[src/rtl/z80_intc_pkg.sv]
// Shared constants for the Z80 interrupt controller: register offsets, bus FSM states,
// default I/O base and the IM2-style vector builder.
package z80_intc_pkg;

   localparam logic [7:0] BASE_ADDR_DEFAULT = 8'h80;

   localparam logic [1:0] OFF_STATUS = 2'd0;
   localparam logic [1:0] OFF_MASK   = 2'd1;
   localparam logic [1:0] OFF_VBASE  = 2'd2;
   localparam logic [1:0] OFF_ISR    = 2'd3;

   localparam logic [3:0] SPURIOUS_LOW = 4'hF;

   typedef enum logic [2:0] {
      ST_IDLE     = 3'd0,
      ST_READ     = 3'd1,
      ST_WRITE    = 3'd2,
      ST_ACK      = 3'd3,
      ST_WAIT_END = 3'd4
   } bus_state_t;

   // A spurious acknowledge still hands the CPU a fixed, recognisable vector.
   function automatic logic [7:0] make_vector(input logic [3:0] vbase,
                                              input logic       valid,
                                              input logic [2:0] idx);
      return valid ? {vbase, idx, 1'b0} : {vbase, SPURIOUS_LOW};
   endfunction

endpackage

[src/rtl/z80_int_ctrl_if.sv]
// CPU-side bus of the interrupt controller; master = CPU, slave = controller.
interface z80_int_ctrl_if;

   logic        n_iorq;
   logic        n_m1;
   logic        n_rd;
   logic        n_wr;
   logic [15:0] addr;
   logic [7:0]  din;
   logic [7:0]  dout;
   logic        dout_en;

   modport master (
      output n_iorq, n_m1, n_rd, n_wr, addr, din,
      input  dout, dout_en
   );

   modport slave (
      input  n_iorq, n_m1, n_rd, n_wr, addr, din,
      output dout, dout_en
   );

endinterface

[src/rtl/z80_intc_prio.sv]
// Fixed-priority encoder: bit 0 wins; o_valid low when no request is present.
module z80_intc_prio (
   input  logic [7:0] i_req,
   output logic [2:0] o_idx,
   output logic       o_valid
);

   always_comb begin
      o_idx   = 3'd0;
      o_valid = 1'b0;
      for (int i = 7; i >= 0; i--) begin
         if (i_req[i]) begin
            o_idx   = 3'(i);
            o_valid = 1'b1;
         end
      end
   end

endmodule

[src/rtl/z80_int_ctrl.sv]
// Z80 8-source interrupt controller with STATUS/MASK/VBASE/ISR ports and vectored acknowledge.
// Define INTC_EDGE_EN for rising-edge source detection; default build is level-sensitive.
module z80_int_ctrl
   import z80_intc_pkg::*;
#(
   parameter logic [7:0] BASE_ADDR = BASE_ADDR_DEFAULT
) (
   input  logic                 clk,
   input  logic                 n_reset,
   z80_int_ctrl_if.slave        bus,
   input  logic [7:0]           irq_src,
   output logic                 n_int
);

   bus_state_t r_state;
   logic       r_armed;
   logic [7:0] r_pending;
   logic [7:0] r_mask;
   logic [3:0] r_vbase;
   logic [7:0] r_isr;
   logic [7:0] r_hold;
   logic [7:0] r_dout;
   logic       r_dout_en;
   logic       r_n_int;

   logic [7:0] w_event;
   logic [7:0] w_eligible;
   logic [2:0] w_idx;
   logic       w_valid;
   logic [7:0] w_ack_onehot;
   logic [7:0] w_pending_nxt;
   logic [7:0] w_mask_nxt;
   logic [3:0] w_vbase_nxt;
   logic [7:0] w_isr_nxt;
   logic [7:0] w_rdata;
   logic [1:0] w_off;
   logic       w_sel;
   logic       w_idle_ok;
   logic       w_start_ack;
   logic       w_start_rd;
   logic       w_start_wr;
   logic       w_unused_addr_hi;

   assign w_off            = bus.addr[1:0];
   assign w_sel            = (bus.addr[7:2] == BASE_ADDR[7:2]);
   assign w_unused_addr_hi = ^bus.addr[15:8];

   // r_armed keeps a strobe that was already low across reset release from starting a cycle.
   assign w_idle_ok   = (r_state == ST_IDLE) && r_armed && !bus.n_iorq;
   assign w_start_ack = w_idle_ok && !bus.n_m1;
   assign w_start_rd  = w_idle_ok && bus.n_m1 && !bus.n_rd && w_sel;
   assign w_start_wr  = w_idle_ok && bus.n_m1 && bus.n_rd && !bus.n_wr && w_sel;

`ifdef INTC_EDGE_EN
   logic [7:0] r_irq_prev;

   always_ff @(posedge clk or negedge n_reset) begin
      if (!n_reset) r_irq_prev <= '0;
      else          r_irq_prev <= irq_src;
   end

   assign w_event = irq_src & ~r_irq_prev;
`else
   assign w_event = irq_src;
`endif

   assign w_eligible = r_pending & r_mask;

   z80_intc_prio u_prio (
      .i_req   (w_eligible),
      .o_idx   (w_idx),
      .o_valid (w_valid)
   );

   assign w_ack_onehot = (w_start_ack && w_valid) ? (8'd1 << w_idx) : 8'd0;

   // Source events are OR-ed in last so a same-cycle set beats a W1C clear or an acknowledge.
   always_comb begin
      w_pending_nxt = r_pending & ~w_ack_onehot;
      w_isr_nxt     = r_isr | w_ack_onehot;
      w_mask_nxt    = r_mask;
      w_vbase_nxt   = r_vbase;
      if (w_start_wr) begin
         case (w_off)
            OFF_STATUS: w_pending_nxt = w_pending_nxt & ~bus.din;
            OFF_MASK:   w_mask_nxt    = bus.din;
            OFF_VBASE:  w_vbase_nxt   = bus.din[7:4];
            default:    w_isr_nxt     = '0;
         endcase
      end
      w_pending_nxt = w_pending_nxt | w_event;
   end

   always_comb begin
      case (w_off)
         OFF_STATUS: w_rdata = r_pending;
         OFF_MASK:   w_rdata = r_mask;
         OFF_VBASE:  w_rdata = {r_vbase, 4'h0};
         default:    w_rdata = r_isr;
      endcase
   end

   // n_int is derived from the next register values so it always matches the stored state.
   always_ff @(posedge clk or negedge n_reset) begin
      if (!n_reset) begin
         r_pending <= '0;
         r_mask    <= '0;
         r_vbase   <= '0;
         r_isr     <= '0;
         r_n_int   <= 1'b1;
      end else begin
         r_pending <= w_pending_nxt;
         r_mask    <= w_mask_nxt;
         r_vbase   <= w_vbase_nxt;
         r_isr     <= w_isr_nxt;
         r_n_int   <= !((|(w_pending_nxt & w_mask_nxt)) && (w_isr_nxt == 8'h00));
      end
   end

   // Read/vector data is captured at cycle entry and presented on the following clock.
   always_ff @(posedge clk or negedge n_reset) begin
      if (!n_reset) begin
         r_state   <= ST_IDLE;
         r_armed   <= 1'b0;
         r_hold    <= '0;
         r_dout    <= '0;
         r_dout_en <= 1'b0;
      end else begin
         if (bus.n_iorq) r_armed <= 1'b1;
         case (r_state)
            ST_IDLE: begin
               if (w_start_ack) begin
                  r_state <= ST_ACK;
                  r_hold  <= make_vector(r_vbase, w_valid, w_idx);
               end else if (w_start_rd) begin
                  r_state <= ST_READ;
                  r_hold  <= w_rdata;
               end else if (w_start_wr) begin
                  r_state <= ST_WRITE;
               end
            end
            ST_READ, ST_ACK: begin
               if (bus.n_iorq) begin
                  r_state   <= ST_IDLE;
                  r_dout_en <= 1'b0;
               end else if (!r_dout_en) begin
                  r_dout    <= r_hold;
                  r_dout_en <= 1'b1;
               end
            end
            ST_WRITE:    r_state <= ST_WAIT_END;
            ST_WAIT_END: if (bus.n_iorq) r_state <= ST_IDLE;
            default:     r_state <= ST_IDLE;
         endcase
      end
   end

   assign bus.dout    = r_dout;
   assign bus.dout_en = r_dout_en;
   assign n_int       = r_n_int;

endmodule
[src/flat_wrapper.sv]
// flat-port wrapper written by rule: the top's interface ports become plain ports
module z80_int_ctrl_flat import z80_intc_pkg::*;
#(
   parameter logic [7:0] BASE_ADDR = BASE_ADDR_DEFAULT
)
  (clk, n_reset, irq_src, n_int, bus_n_iorq, bus_n_m1, bus_n_rd, bus_n_wr, bus_addr, bus_din, bus_dout, bus_dout_en);
  z80_int_ctrl_if bus_i ();
  input  logic clk;
  input  logic n_reset;
  input  logic [7:0] irq_src;
  output logic n_int;
  input wire logic [$bits(bus_i.n_iorq)-1:0] bus_n_iorq;
  input wire logic [$bits(bus_i.n_m1)-1:0] bus_n_m1;
  input wire logic [$bits(bus_i.n_rd)-1:0] bus_n_rd;
  input wire logic [$bits(bus_i.n_wr)-1:0] bus_n_wr;
  input wire logic [$bits(bus_i.addr)-1:0] bus_addr;
  input wire logic [$bits(bus_i.din)-1:0] bus_din;
  output wire logic [$bits(bus_i.dout)-1:0] bus_dout;
  output wire logic [$bits(bus_i.dout_en)-1:0] bus_dout_en;
  assign bus_i.n_iorq = bus_n_iorq;
  assign bus_i.n_m1 = bus_n_m1;
  assign bus_i.n_rd = bus_n_rd;
  assign bus_i.n_wr = bus_n_wr;
  assign bus_i.addr = bus_addr;
  assign bus_i.din = bus_din;
  assign bus_dout = bus_i.dout;
  assign bus_dout_en = bus_i.dout_en;
  z80_int_ctrl #(.BASE_ADDR(BASE_ADDR)) u_core (.clk(clk), .n_reset(n_reset), .bus(bus_i), .irq_src(irq_src), .n_int(n_int));
endmodule
[config.mk]
export PLATFORM = sky130hd
export DESIGN_NAME = z80_int_ctrl_flat
export DESIGN_NICKNAME = d
export VERILOG_FILES = /design/src/rtl/z80_intc_pkg.sv /design/src/rtl/z80_int_ctrl_if.sv /design/src/rtl/z80_intc_prio.sv /design/src/rtl/z80_int_ctrl.sv /design/src/flat_wrapper.sv
export SDC_FILE = /design/constraint.sdc
export NUM_CORES = 1
export LEC_CHECK = 0
export ABC_AREA = 0
export CORE_ASPECT_RATIO = 1.4
export CORE_MARGIN = 5
export CORE_UTILIZATION = 50
export CTS_BUF_LIST = sky130_fd_sc_hd__clkbuf_8
export DETAILED_ROUTE_END_ITERATION = 7
export GPL_TIMING_DRIVEN = 0
export PLACE_DENSITY = 0.84
export SYNTH_ARGS = -nofsm -noshare
export SYNTH_HDL_FRONTEND = slang
export SYNTH_HIERARCHICAL = 1
export SYNTH_SLANG_ARGS = --single-unit
[constraint.sdc]
create_clock -name clk -period 8.4 [get_ports clk]
set_clock_uncertainty 0.15 [all_clocks]
set_input_delay 1.68 -clock clk [delete_from_list [all_inputs] [get_ports clk]]
set_output_delay 1.68 -clock clk [all_outputs]
set_load 0.1 [all_outputs]
# After elaboration in Yosys (flattened, before gate mapping)
# Index checks and enable logic that the tools add are counted.
dict set report totals {
  out_inout_bits 10
  in_bits 38
  elab_cells 91
  ff_bits 50
}
dict set report op_classes {
  n_reduce_logical 28
  n_eq_ne 9
  n_shift 1
  bitwise_logic 10
  n_mux 33
}
# op n
set ops {}
lappend ops {{2-to-1 mux 8 bit} 9}
lappend ops {{2-to-1 mux 3 bit} 12}
lappend ops {{AND 8 bit} 4}
lappend ops {{case mux 8 bit (3 select lines)} 1}
lappend ops {{NOT 8 bit} 2}
lappend ops {{OR 8 bit} 2}
lappend ops {{logical AND 1 bit} 11}
lappend ops {{2-to-1 mux 1 bit} 9}
lappend ops {{case mux 3 bit (3 select lines)} 1}
lappend ops {{logical NOT 8 bit} 1}
lappend ops {{OR reduction 8 bit} 1}
lappend ops {{left shift 1 x 3 -> 8 bit, first input constant} 1}
lappend ops {{equality test 3 x 2 -> 1 bit, second input constant} 2}
lappend ops {{equality test 6 bit, second input constant} 1}
lappend ops {{AND reduction 2 bit} 3}
lappend ops {{OR reduction 3 bit} 2}
lappend ops {{logical NOT 1 bit} 5}
lappend ops {{2-to-1 mux 4 bit} 1}
lappend ops {{inequality test 4 x 1 -> 1 bit, second input constant} 1}
lappend ops {{equality test 3 x 1 -> 1 bit, second input constant} 1}
lappend ops {{equality test 3 bit, second input constant} 1}
lappend ops {{logical NOT 3 bit} 1}
lappend ops {{AND reduction 3 bit} 1}
lappend ops {{equality test 2 x 1 -> 1 bit, second input constant} 1}
lappend ops {{6 further kinds} 7}

# Longest topological paths before layout
# Gate-level depths: netlist of the first run.
dict set report logic_depth {
  word_depth 21
  mapped_depth 10
}

# Modules after synthesis
# Netlist of the first run, hierarchy kept.
# module cells_per_inst n_inst area_each_um2
set modules_own_cells {}
lappend modules_own_cells {z80_int_ctrl 226 1 2484.9}
lappend modules_own_cells {z80_intc_prio 13 1 80.1}

# Least setup slack after synthesis of the first run
# OpenSTA, ideal clock, no wires.
dict set report synth_path {
  path_type {input-to-reg}
  start {in bus_n_iorq}
  end {reg u_core.r_n_int, in the netlist u_core/n_int}
  arrival_ns 3.375
  setup_time_ns 0.086
  n_path_buf 1
  cell_stages 7
  path_slack_ns 4.789
  required_ns 8.164
  path_cell_list {nor4b_4 > and4_1 > buf_6 > mux2_1 > a22o_1 > a221o_1 > o31ai_2}
}
# item line
set synth_rtl {}
lappend synth_rtl {{start, declared} flat_wrapper.sv:12} ;# input wire logic [$bits(bus_i.n_iorq)-1:0] bus_n_iorq;
lappend synth_rtl {{logical NOT 1 bit} z80_int_ctrl.sv:49} ;# assign w_idle_ok = (r_state == ST_IDLE) && r_armed && !bus.n_iorq;
lappend synth_rtl {{logical AND 1 bit} z80_int_ctrl.sv:49}
lappend synth_rtl {{logical AND 1 bit (4 in series)} z80_int_ctrl.sv:52} ;# assign w_start_wr = w_idle_ok && bus.n_m1 && bus.n_rd && !bus.n_wr && w_sel;
lappend synth_rtl {{2-to-1 mux 8 bit} z80_int_ctrl.sv:83} ;# if (w_start_wr) begin
lappend synth_rtl {{named net u_core.w_mask_nxt[6]} z80_int_ctrl.sv:32} ;# logic [7:0] w_mask_nxt;
lappend synth_rtl {{AND 8 bit} z80_int_ctrl.sv:116} ;# r_n_int <= !((|(w_pending_nxt & w_mask_nxt)) && (w_isr_nxt == 8'h00));
lappend synth_rtl {{OR reduction 8 bit} z80_int_ctrl.sv:116}
lappend synth_rtl {{logical AND 1 bit} z80_int_ctrl.sv:116}
lappend synth_rtl {{logical NOT 1 bit} z80_int_ctrl.sv:116}
lappend synth_rtl {{end signal, assigned} z80_int_ctrl.sv:116}
lappend synth_rtl {{end, declared} z80_int_ctrl.sv:24} ;# logic r_n_int;
# The timed path passes the listed nets, and every way through them passes these cells.
# A chain may end at the register's enable or synchronous reset.

# Final worst setup path of the first run
# Same ends and word-level chain as after synthesis.

==> run summary, run 1 <==
The run finished with clean final reports. The initial antenna violation count is 0. Leaving out fill and tap cells, the most frequent cells in the layout are dfrtp_1 (49), clkdlybuf4s50_1 (38), mux2_2 (26).

For the worst flop-to-flop path, the logic depth is 8. The share of the clock period used by the worst path is 50.2%. The number of buffers created by CTS came out at 5. The detailed placement HPWL came out at 4590 um. The number of synthesized flops with an enable pin is 0. The final core utilization came out at 64.3%. The critical path capture point type is a flip-flop.

The total negative slack is 0 ns. The leakage power total is 1.34 nW. The number of nets with antenna violations after detailed routing is 0.

The number of resized instances in the post-cts repair step is 0. Setup repair after global routing left no endpoint under its margin. The H-tree was split into 2 levels. The final count of pins violating max slew was 0. The first detailed-routing pass ran for 4 iterations. STA classifies the critical path startpoint as an input port. No sink is reached through more buffers than the 2 on the longest clock path. The total number of vias came out at 2043. The via count of the first global-routing pass is 2121. The remaining routing DRC violations came out at 0.

The synthesized instance count is 239. Along the worst path, the maximum fanout reaches 9. The minimum setup slack among reg-to-reg paths came out at 5.29 ns.

Routability-driven placement finished with a final weighted congestion of 0.881. The fmax came out at 0.237 GHz. Dividing total power by cell area gives a power density of 213 nW/um^2. The actual transition at the worst max-transition pin is 1.16 ns. The synthesized design contains 50 register bits. For hold timing, the worst endpoint is u_core/r_hold[6]$_DFFE_PN0P_. The startpoint identified for the worst register-to-register timing path is u_core/r_pending[2]$_DFF_PN0_. The quantity of hold-fixing buffers added after cts came out at 0. The clock net sink count came out at 50. The number of maximum-capacitance violations is 0. The count of yosys warnings during synthesis came out at 6. The peak supply drop came out at 0.0976 mV.

The register clock-pin slew on the reported worst setup and hold paths came out at 0.08 ns. The share of flip-flops with an asynchronous set or reset after synthesis is 100%. The die width came out at 70.5 um. The number of vias per cell after detailed routing came out at 5.84. Entering global routing, the biggest net connects 28 pins. The most used flip-flop cell after synthesis is dfrtp_1.

The die height is 94.7 um. The die covers 6680 um^2. In this run the cell area of the synthesized design comes to 2560 um^2. The number of endpoints failing setup at the final stage came out at 0.

The average cell area after synthesis came out at 10.7 um^2. The synthesized netlist net count came out at 277. The number of distinct standard cells referenced by the synthesized netlist is 50. The commonest non-fill, non-tap cell in the layout is dfrtp_1.

The initial core utilization is 52.2%. The worst hold path stage count is 1. For this block, the routed nets add up to 5940 um of wire.

The number of diodes came out at 0. Global routing consumed, over all layers together, 18.9% of the routing resources. The final layout contains 324 nets. The area added between synthesis and finish is 23.3%. The number of placement rows is 30.

The I/O pin count came out at 48. The CTS tree is yes. Dividing the detail-routed wire length by the instance count gives 17.0 um. The number of post-CTS setup repair buffers came out at 0. The final critical delay including setup and external delays came out at 4.22 ns. The worst path required time came out at 8.46 ns. The number of port buffers came out at 39.

The path type of the worst min-delay path is reg2reg. The clock reaches the later pin of the worst-skew pair after 0.29 ns. Of the synthesized area, sequential elements account for 48.8%. The first routing iteration left 127 violations. The core outline area is 4920 um^2. The total congestion overflow after global routing is 0.

The data arrival time of the critical path came out at 4.28 ns. The startpoint identified for the worst hold timing path is u_core/r_vbase[2]$_DFFE_PN0P_. The wire length of the first global-routing pass is 9940 um. The number of failing hold endpoints at the final stage is 0. In this run the tightest slew margin relative to its limit is 22.2%. The CTS root buffer is clkbuf_8. The type of the setup path with the least slack is in2reg. The worst register-to-register path ends at u_core/n_int$_DFF_PN1_. The share of post-route cells with drive strength above 1 is 19.9%.
[power by group]
group / switching, mW / internal [mW]
registers: 0.0226 / 0.268
logic: 0.148 / 0.0692
clock network: 0.0710 / 0.0952
[registers in the layout, indices dropped and copies added, names as in the netlist]
| register | cells |
|---|---|
| u_core/r_state | 3 |
| u_core/r_pending | 8 |
| u_core/bus.dout_en | 1 |
| u_core/r_vbase | 4 |
| u_core/r_armed | 1 |
| u_core/bus.dout | 8 |
| u_core/n_int | 1 |
| u_core/r_isr | 8 |
| u_core/r_hold | 8 |
| u_core/r_mask | 8 |
[kinds of logic (layout without fill, tap and decap cells)]
family | Yosys count | in the layout | share of synthesized area [%]
DFF | 50 | 50 | 48.8
AOI/OAI and AO/OA | 54 | 54 | 14.6
and+or+nand+nor | 90 | 90 | 20.4
muxes | 29 | 29 | 13.1
buffers and inverters | 16 | 63 | 3.07
[Yosys cell counts (2+ instances only)]
library cell	count	share of area [%]
dfrtp_1	49	48
mux2_2	26	11
nand2_1	21	3.1
nor2_1	21	3.1
a21oi_1	17	3.3
and2_1	9	2.2
inv_1	8	1.2
o21ai_0	7	1.4
a22oi_1	6	1.8
a22o_1	5	1.7
clkbuf_1	5	0.73
nor2b_1	5	1.2
a31o_2	4	1.4
a31oi_1	3	0.73
nand3_1	3	0.59
nand3b_1	3	0.88
nor3b_1	3	0.88
nor4_1	3	0.73
nor4bb_1	3	1.2
or2_2	3	0.73
and2_2	2	0.59
and4_1	2	0.68
buf_6	2	0.88
nor3_1	2	0.39
nor4_2	2	0.98
[final cells by class]
cell class	instances	area [um^2]
Buffer	8	48.8
Fill cell	403	1750
Clock buffer	6	82.6
Clock inverter	1	30.0
Multi-Input combinational cell	173	1230
Timing Repair Buffer	40	405
Inverter	8	30.0
Sequential cell	50	1250
Tap cell	64	80.1
[worst max path at each step]
stage                     startpoint                      to  slack (ns)  cells after the start
after floorplan           bus_n_iorq  u_core/n_int$_DFF_PN1_        4.79                      7
after global placement    bus_n_iorq  u_core/n_int$_DFF_PN1_        3.91                      8
after detailed placement  bus_n_iorq  u_core/n_int$_DFF_PN1_        3.94                      8
after CTS                 bus_n_iorq  u_core/n_int$_DFF_PN1_        4.17                      8
after global routing      bus_n_iorq  u_core/n_int$_DFF_PN1_        4.04                      8
final                     bus_n_iorq  u_core/n_int$_DFF_PN1_        4.18                      8
[worst max-delay path: stages]
cell and delay (ns):
clkdlybuf4s50_1 0.51, nor4b_4 0.51, and4_1 0.31, buf_6 0.16
mux2_1 0.35, a22o_1 0.23, a221o_1 0.30, o31ai_2 0.22
[metrics by stage]
stage / std cells / setup WS [ns] / instance area (um^2) / power [mW] / hold WS [ns]
final: 350 / 4.18 / 3160 / 0.674 / 0.345
after global routing: 350 / 4.04 / 3160 / 0.706 / 0.377
after CTS: 350 / 4.17 / 3160 / 0.679 / 0.348
after detailed placement: 343 / 3.94 / 3050 / 0.513 / 0.330
after global placement: 342 / 3.91 / 3040 / 0.507 / 0.317
after floorplan: 239 / 4.79 / 2560 / 0.445 / 0.294
[metal layers]
layer / up-vias / track usage, % / routed length [um]
met1: 1022 / 21.9 / 2380
met5: - / 0 / 0
met4: 0 / 7.21 / 125
met2: 43 / 35.3 / 3220
met3: 8 / 2.34 / 216
li1: 970 / - / -
No activity file was read; power rests on OpenSTA's default activity.
==> run 2: changes to the inputs <==
- CORE_UTILIZATION: 50 -> 49
- PLACE_DENSITY: 0.84 -> 0.86
- clock period: 8.4 -> 3.45 ns (I/O delays scaled with it)
==> run 2 against run 1 <==
- global-route usage decreased by 0.38 points
- final area decreased by 0.63%
- wire length increased by 0.12%
- critical endpoint unchanged
- combinational power increased by 140%
- utilization decreased by 2.9 points
- largest cell class unchanged
- critical path depth unchanged
- final cell count increased by 0.29%
- count of clock-buffer cells in the layout unchanged
- die area increased by 1.8%
- clock power increased by 96%
- largest power group unchanged
- register-to-register slack got worse by 5.0 ns
==> run summary, run 2 (same netlist as run 1, synthesis figures left out) <==
The number of maximum-capacitance violations came out at 0. The number of nets with antenna violations after detailed routing is 0. The number of failing hold endpoints at the final stage came out at 0. In the final routed layout, each cell accounts on average for 17.0 um. The level count of the clock H-tree came out at 2.

On the worst path, the slowest cell contributes a delay of 0.51 ns. The routed layout has 2053 vias. The data arrival time of the critical path is 3.29 ns. The net switching power came out at 585 uW. Counting every sink on the clock net gives 50. At the end of routability-driven placement, the weighted congestion stood at 0.895. The library cells used most frequently in the layout, excluding fill and tap cells, are dfrtp_1 (49), clkdlybuf4s50_1 (38), mux2_2 (26).

The later pin in the worst-skew pair is clocked with a latency of 0.29 ns. The share of the clock period used by the worst path is 93.7%. The number of endpoints failing setup at the final stage came out at 0.

The count of TritonRoute iterations in the first routing pass is 4. The detailed placement HPWL came out at 4670 um. The count of nets after finishing is 324.

The power per unit of standard cell area came out at 497 nW/um^2. The critical path in this run is classified as in2reg. The finished layout holds 351 standard cells, fillers aside. The die height came out at 95.6 um. The die is 71.1 um wide. The minimum setup slack among reg-to-reg paths came out at 0.30 ns. The initial core utilization is 50.1%.

The number of post-CTS setup repair buffers is 0. The number of port buffers came out at 39. The placed instance count is 345. The first global-routing pass estimated 9960 um of wire. The floorplan die area came out at 6800 um^2.

TritonCTS built the clock tree. Of the total power, combinational logic draws 33.8%. On the critical path, the stage with the largest delay is an instance of clkdlybuf4s50_1.

The aggregate global-route resource usage came out at 18.5%. The overall routed net length came out at 5950 um. The initial antenna violation count came out at 0. The number of vias per cell after detailed routing is 5.85.

The net switching fraction of the power is 37.5%. The clock passes through at most 2 buffers. Setup repair after global routing left no endpoint under its margin. The peak supply drop came out at 0.218 mV. The share of post-route cells with drive strength above 1 is 20.0%. The maximum number of pins on one net before global-route repair is 38. The path type of the worst min-delay path is in2async. 0 antenna diodes ended up in the layout. After layout, the minimum clock period comes to 3.23 ns.

The via count of the first global-routing pass came to 2075. The number of buffers created by CTS is 5. 48 I/O pins were placed.

The remaining routing DRC violations is 0. Per report_power, the sequential group accounts for 45.3% of the total. Together, buffers and inverters on the worst path number 2. The actual transition at the worst max-transition pin came out at 1.06 ns. The leakage power total is 1.34 nW. The number of cells on the worst reg-to-reg path is 10.

The minimum setup slack after placement came out at -0.0327 ns. The startpoint of the most critical register-to-register path is u_core/r_pending[4]$_DFF_PN0_. The detailed router's first-iteration violation count came out at 151. STA classifies the critical path startpoint as an input port. The endpoint of the worst register-to-register path is u_core/n_int$_DFF_PN1_.

On the critical path the largest part of the delay comes from simple AND/OR/NAND/NOR gates. The total area inside the core boundary comes to 5120 um^2. The run finished with clean final reports. The total congestion overflow after global routing is 0. The internal power is 976 uW.

At the worst endpoint, the required time is 3.51 ns. After clock tree synthesis, the clock-pin slew on the worst setup and hold paths is 0.08 ns. Power comes to 1.56 mW. The number of placement rows is 31. The worst slew margin relative to its limit is 28.6%. In this run the worst path has a maximum fanout of 9. Leaving out fill and tap cells, the most frequent cell in the layout is dfrtp_1. Setup slack on the critical path of the routed design comes to 0.218 ns. The CTS root buffer is clkbuf_8.

The critical path capture point type is a flip-flop. The clock network burns 20.8% of the power. The critical path goes through clkdlybuf4s50_1, nor4b_4, and4_1, buf_6, mux2_1, a22o_1, a221o_1, o31ai_2.

The fmax is 0.309 GHz. The area added between synthesis and finish came out at 22.5%. The final count of pins violating max slew came out at 0.
## run 2: cell types whose count changed in the layout (fill, tap and decap cells not counted), sizes merged
| cell | previous run | this run |
|---|---|---|
| bufinv | 1 | 0 |
## run 2: worst max-delay path by stage
stage                                             start                endpoint  slack, ns  cells after the start
after floorplan           u_core/r_pending[2]$_DFF_PN0_  u_core/n_int$_DFF_PN1_       0.80                      8
after global placement                       bus_n_iorq  u_core/n_int$_DFF_PN1_      -0.06                      8
after detailed placement                     bus_n_iorq  u_core/n_int$_DFF_PN1_      -0.03                      8
after CTS                                    bus_n_iorq  u_core/n_int$_DFF_PN1_       0.24                      8
after global routing      u_core/r_pending[4]$_DFF_PN0_  u_core/n_int$_DFF_PN1_       0.01                     10
final                                        bus_n_iorq  u_core/n_int$_DFF_PN1_       0.22                      8
## run 2: power by group through the flow
stage,logic [mW],clock network [mW],registers [mW]
detailed placement,0.529,0,0.721
global route,0.560,0.358,0.719
floorplan,0.151,0,0.933
global placement,0.516,0,0.717
CTS,0.530,0.334,0.710
finish,0.528,0.325,0.708
## run 2: worst register-to-register path, delay by kind of cell, from the launching register on
kind | cells | cell delay [ns]
flip-flops | 1 | 0.40
AND/OR/NAND/NOR | 3 | 0.70
AO/OA/AOI/OAI | 7 | 1.82
## run 2: metal layers
metal  vias up  part of all wire (%)  GRT usage [%]
li1        966                     -              -
met1       994                    38           21.7
met2        83                    56           34.4
met3        10                   4.5           3.06
met4         0                   1.5           5.33
met5         -                     0              0
## run 2: cell type report
cell class	instances	area, um^2
multi-input cells	173	1240
well taps	66	82.6
repair buffers	40	405
plain buffers	8	48.8
clock buffers	6	82.6
inverters	8	30.0
flip-flops and latches	50	1250
fillers	441	1980
## run 2: what timing repair did
item / 4_1_cts / 5_1_grt
resized for setup: 0 / 1
endpoints found under the setup margin: 0 / 1
hold buffers: 0 / 0
## run 2: through the flow
step                      hold WS [ns]  setup TNS, ns  area, um^2  utilization, %
after floorplan                  0.244              0        2560               -
after global routing             0.155              0        3140            61.4
after global placement           0.314        -0.0572        3040            59.3
after CTS                        0.142              0        3140            61.2
after detailed placement         0.329        -0.0327        3050            59.6
final                            0.135              0        3140            61.4
==> run 3: changes to the inputs <==
- CORE_ASPECT_RATIO: 1.4 -> 1.2
==> run 3 against run 2 <==
- largest power group unchanged
- setup slack worse by 0.055 ns
- global-route usage decreased by 0.074 points
- via count up 1.4%
- highest routed layer unchanged
- utilization is 1.7 points higher
==> run summary, run 3 (same netlist as run 1, synthesis figures left out) <==
The run finished with clean final reports. Post-CTS timing repair inserted 0 buffers for setup. The via count of the first global-routing pass came out at 2174. In this run the deepest clock path goes through 2 buffers. The final RePlAce weighted congestion is 0.932.

For this design the static power due to leakage is 1.34 nW. The worst-case hold slack came out at 0.221 ns. The final count of pins violating max slew is 0. The remaining routing DRC violations came out at 0. The die width came out at 76.0 um. The total number of vias is 2081. Data on the critical path is required at its endpoint by 3.52 ns.

Setup violations remaining at the end of the flow were counted as 0. The first TritonRoute pass finished after 4 iterations. The register clock-pin slew on the reported worst setup and hold paths came out at 0.09 ns.

The number of placement rows is 28. The placed instance count is 339. Global routing used 33.6% of the available met2 tracks. The path type of the worst min-delay path is in2async.

The slowest stage of the critical path belongs to the cell a211oi_1. TritonCTS built the clock tree. The total congestion overflow after global routing came out at 0. Measured along the y axis, the die boundary spans 89.3 um. The data arrival time of the critical path came out at 3.35 ns.

The final core utilization is 63.1%. The core outline area is 5010 um^2. The net switching fraction of the power is 37.2%. For this run, global-route usage on met3 was measured as 3.23%.

The peak supply drop is 0.293 mV. The count of placed standard cells in the final layout, fillers left out came out at 347. The area added between synthesis and finish came out at 23.2%. Derived from the worst setup path, the maximum achievable clock frequency is 0.304 GHz.

Dividing total power by cell area gives a power density of 522 nW/um^2. The clock net in this run drives a total of 50 sinks. Combinational logic burns 32.0% of the power.

The overall routed net length is 6060 um. The number of diodes is 0. For this run, the slowest stage of the critical path takes 0.67 ns. For this configuration, the core starts out at a cell density of 51.2%.

The worst setup path is launched from a flip-flop. The maximum number of pins on one net before global-route repair is 28. The number of failing hold endpoints at the final stage came out at 0.

The net switching power is 613 uW. The number of maximum-capacitance violations came out at 0. The count of nets after finishing came out at 324. The library cell used most frequently in the layout, excluding fill and tap cells, is dfrtp_1. The critical path goes through and2_1, nor2_1, o21ai_0, a211oi_1, nor2b_1, a41o_2, a31oi_1, a22o_1, a221o_1, o31ai_2.

The number of resized instances in the post-cts repair step is 0. The wire length of the first global-routing pass is 10100 um. The actual transition at the worst max-transition pin is 1.02 ns. The minimum setup slack among reg-to-reg paths came out at 0.16 ns.

The area used by multi-input combinational logic came out at 1230 um^2. The detailed placement HPWL came out at 4680 um. The count of filler cells inserted in the layout came out at 391.

The internal power came out at 1.04 mW. The share of the clock period used by the worst path is 95.3%. The average wire per cell in the routed design is 17.5 um. The setup path with the least slack is of type reg2reg. The quantity of hold-fixing buffers added after cts came out at 0.

The share of post-route cells with drive strength above 1 came out at 20.2%. 48 I/O pins were placed. The die covers 6790 um^2. The worst setup path is captured at a flip-flop. The number of buffers created by CTS is 5. The initial antenna violation count came out at 0. The level count of the clock H-tree is 2. The clock power share is 24.8%. In this run the tightest slew margin relative to its limit is 31.0%. In the layout the commonest cells are dfrtp_1 (49), clkdlybuf4s50_1 (38), mux2_2 (26). The number of vias per cell after detailed routing came out at 6.00. Clock tree synthesis selected as its root buffer the cell clkbuf_8. The share of total power in sequential cells came out at 43.2%.

Global routing used 20.7% of the available met1 tracks. Setup repair after global routing left no endpoint under its margin. The aggregate global-route resource usage came out at 18.4%.

The number of port buffers is 39. Once detail routing completed, the nets flagged for antenna violations numbered 0. The highest fanout seen on the critical path is 6.

The clock period could shrink to 3.29 ns. Registers take 1250 um^2. The detailed router's first-iteration violation count is 150. The layer flagged by global routing as most heavily used is met2.

The clock latency on the worst-skew pair is 0.31 ns.
run 3: cell count changes in the layout (fill, tap and decap cells not counted):
cell        before  now
bufinv_16        0    1
clkbuf_8         6    5
clkinvlp_4       0    2
o41ai_1          0    1
o41ai_2          1    0
run 3: cell type report:
| cell class | instances | area share [%] |
|---|---|---|
| Tap cell | 60 | 2.38 |
| Multi-Input combinational cell | 173 | 39.0 |
| Inverter | 8 | 0.950 |
| Clock buffer | 5 | 2.18 |
| Clock inverter | 3 | 1.43 |
| Sequential cell | 50 | 39.6 |
| Timing Repair Buffer | 40 | 12.8 |
| Buffer | 8 | 1.54 |
run 3: per-stage QoR:
step | setup TNS (ns) | instance area (um^2) | power [mW] | worst slack (ns)
floorplan | 0 | 2560 | 1.08 | 0.804
global placement | -0.0802 | 3030 | 1.23 | -0.0802
detailed placement | -0.0952 | 3050 | 1.25 | -0.0952
CTS | 0 | 3160 | 1.66 | 0.202
global route | 0 | 3160 | 1.73 | 0.0287
finish | 0 | 3160 | 1.65 | 0.162
run 3: worst paths after layout:
| check | to | startpoint | cells after the start |
|---|---|---|---|
| min in group clk | u_core/r_hold[3]$_DFFE_PN0P_ | u_core/r_hold[3]$_DFFE_PN0P_ | 2 |
| max | u_core/n_int$_DFF_PN1_ | u_core/r_pending[4]$_DFF_PN0_ | 10 |
| max in group asynchronous | u_core/r_mask[5]$_DFF_PN0_ | n_reset | 2 |
| max reg2reg | u_core/n_int$_DFF_PN1_ | u_core/r_pending[4]$_DFF_PN0_ | 10 |
| min reg2reg | u_core/r_hold[3]$_DFFE_PN0P_ | u_core/r_hold[3]$_DFFE_PN0P_ | 2 |
| min | u_core/r_armed$_DFFE_PN0P_ | n_reset | 1 |
run 3: power by group through the flow:
stage / logic (mW) / registers [mW] / clock network [mW]
floorplan: 0.151 / 0.933 / 0
global placement: 0.514 / 0.718 / 0
detailed placement: 0.529 / 0.726 / 0
CTS: 0.531 / 0.713 / 0.418
global route: 0.560 / 0.725 / 0.443
finish: 0.528 / 0.712 / 0.409
run 3: metal layers:
metal	wire length, um	vias up
met5	0	-
met4	238	0
met3	263	25
met2	3140	75
met1	2420	1019
li1	-	962
run 3: worst max-delay path, delay by kind of cell, from the launching register on:
family | cells | cell delay (ns)
AO/OA/AOI/OAI | 7 | 1.89
AND/OR/NAND/NOR | 3 | 0.74
flip-flops | 1 | 0.40
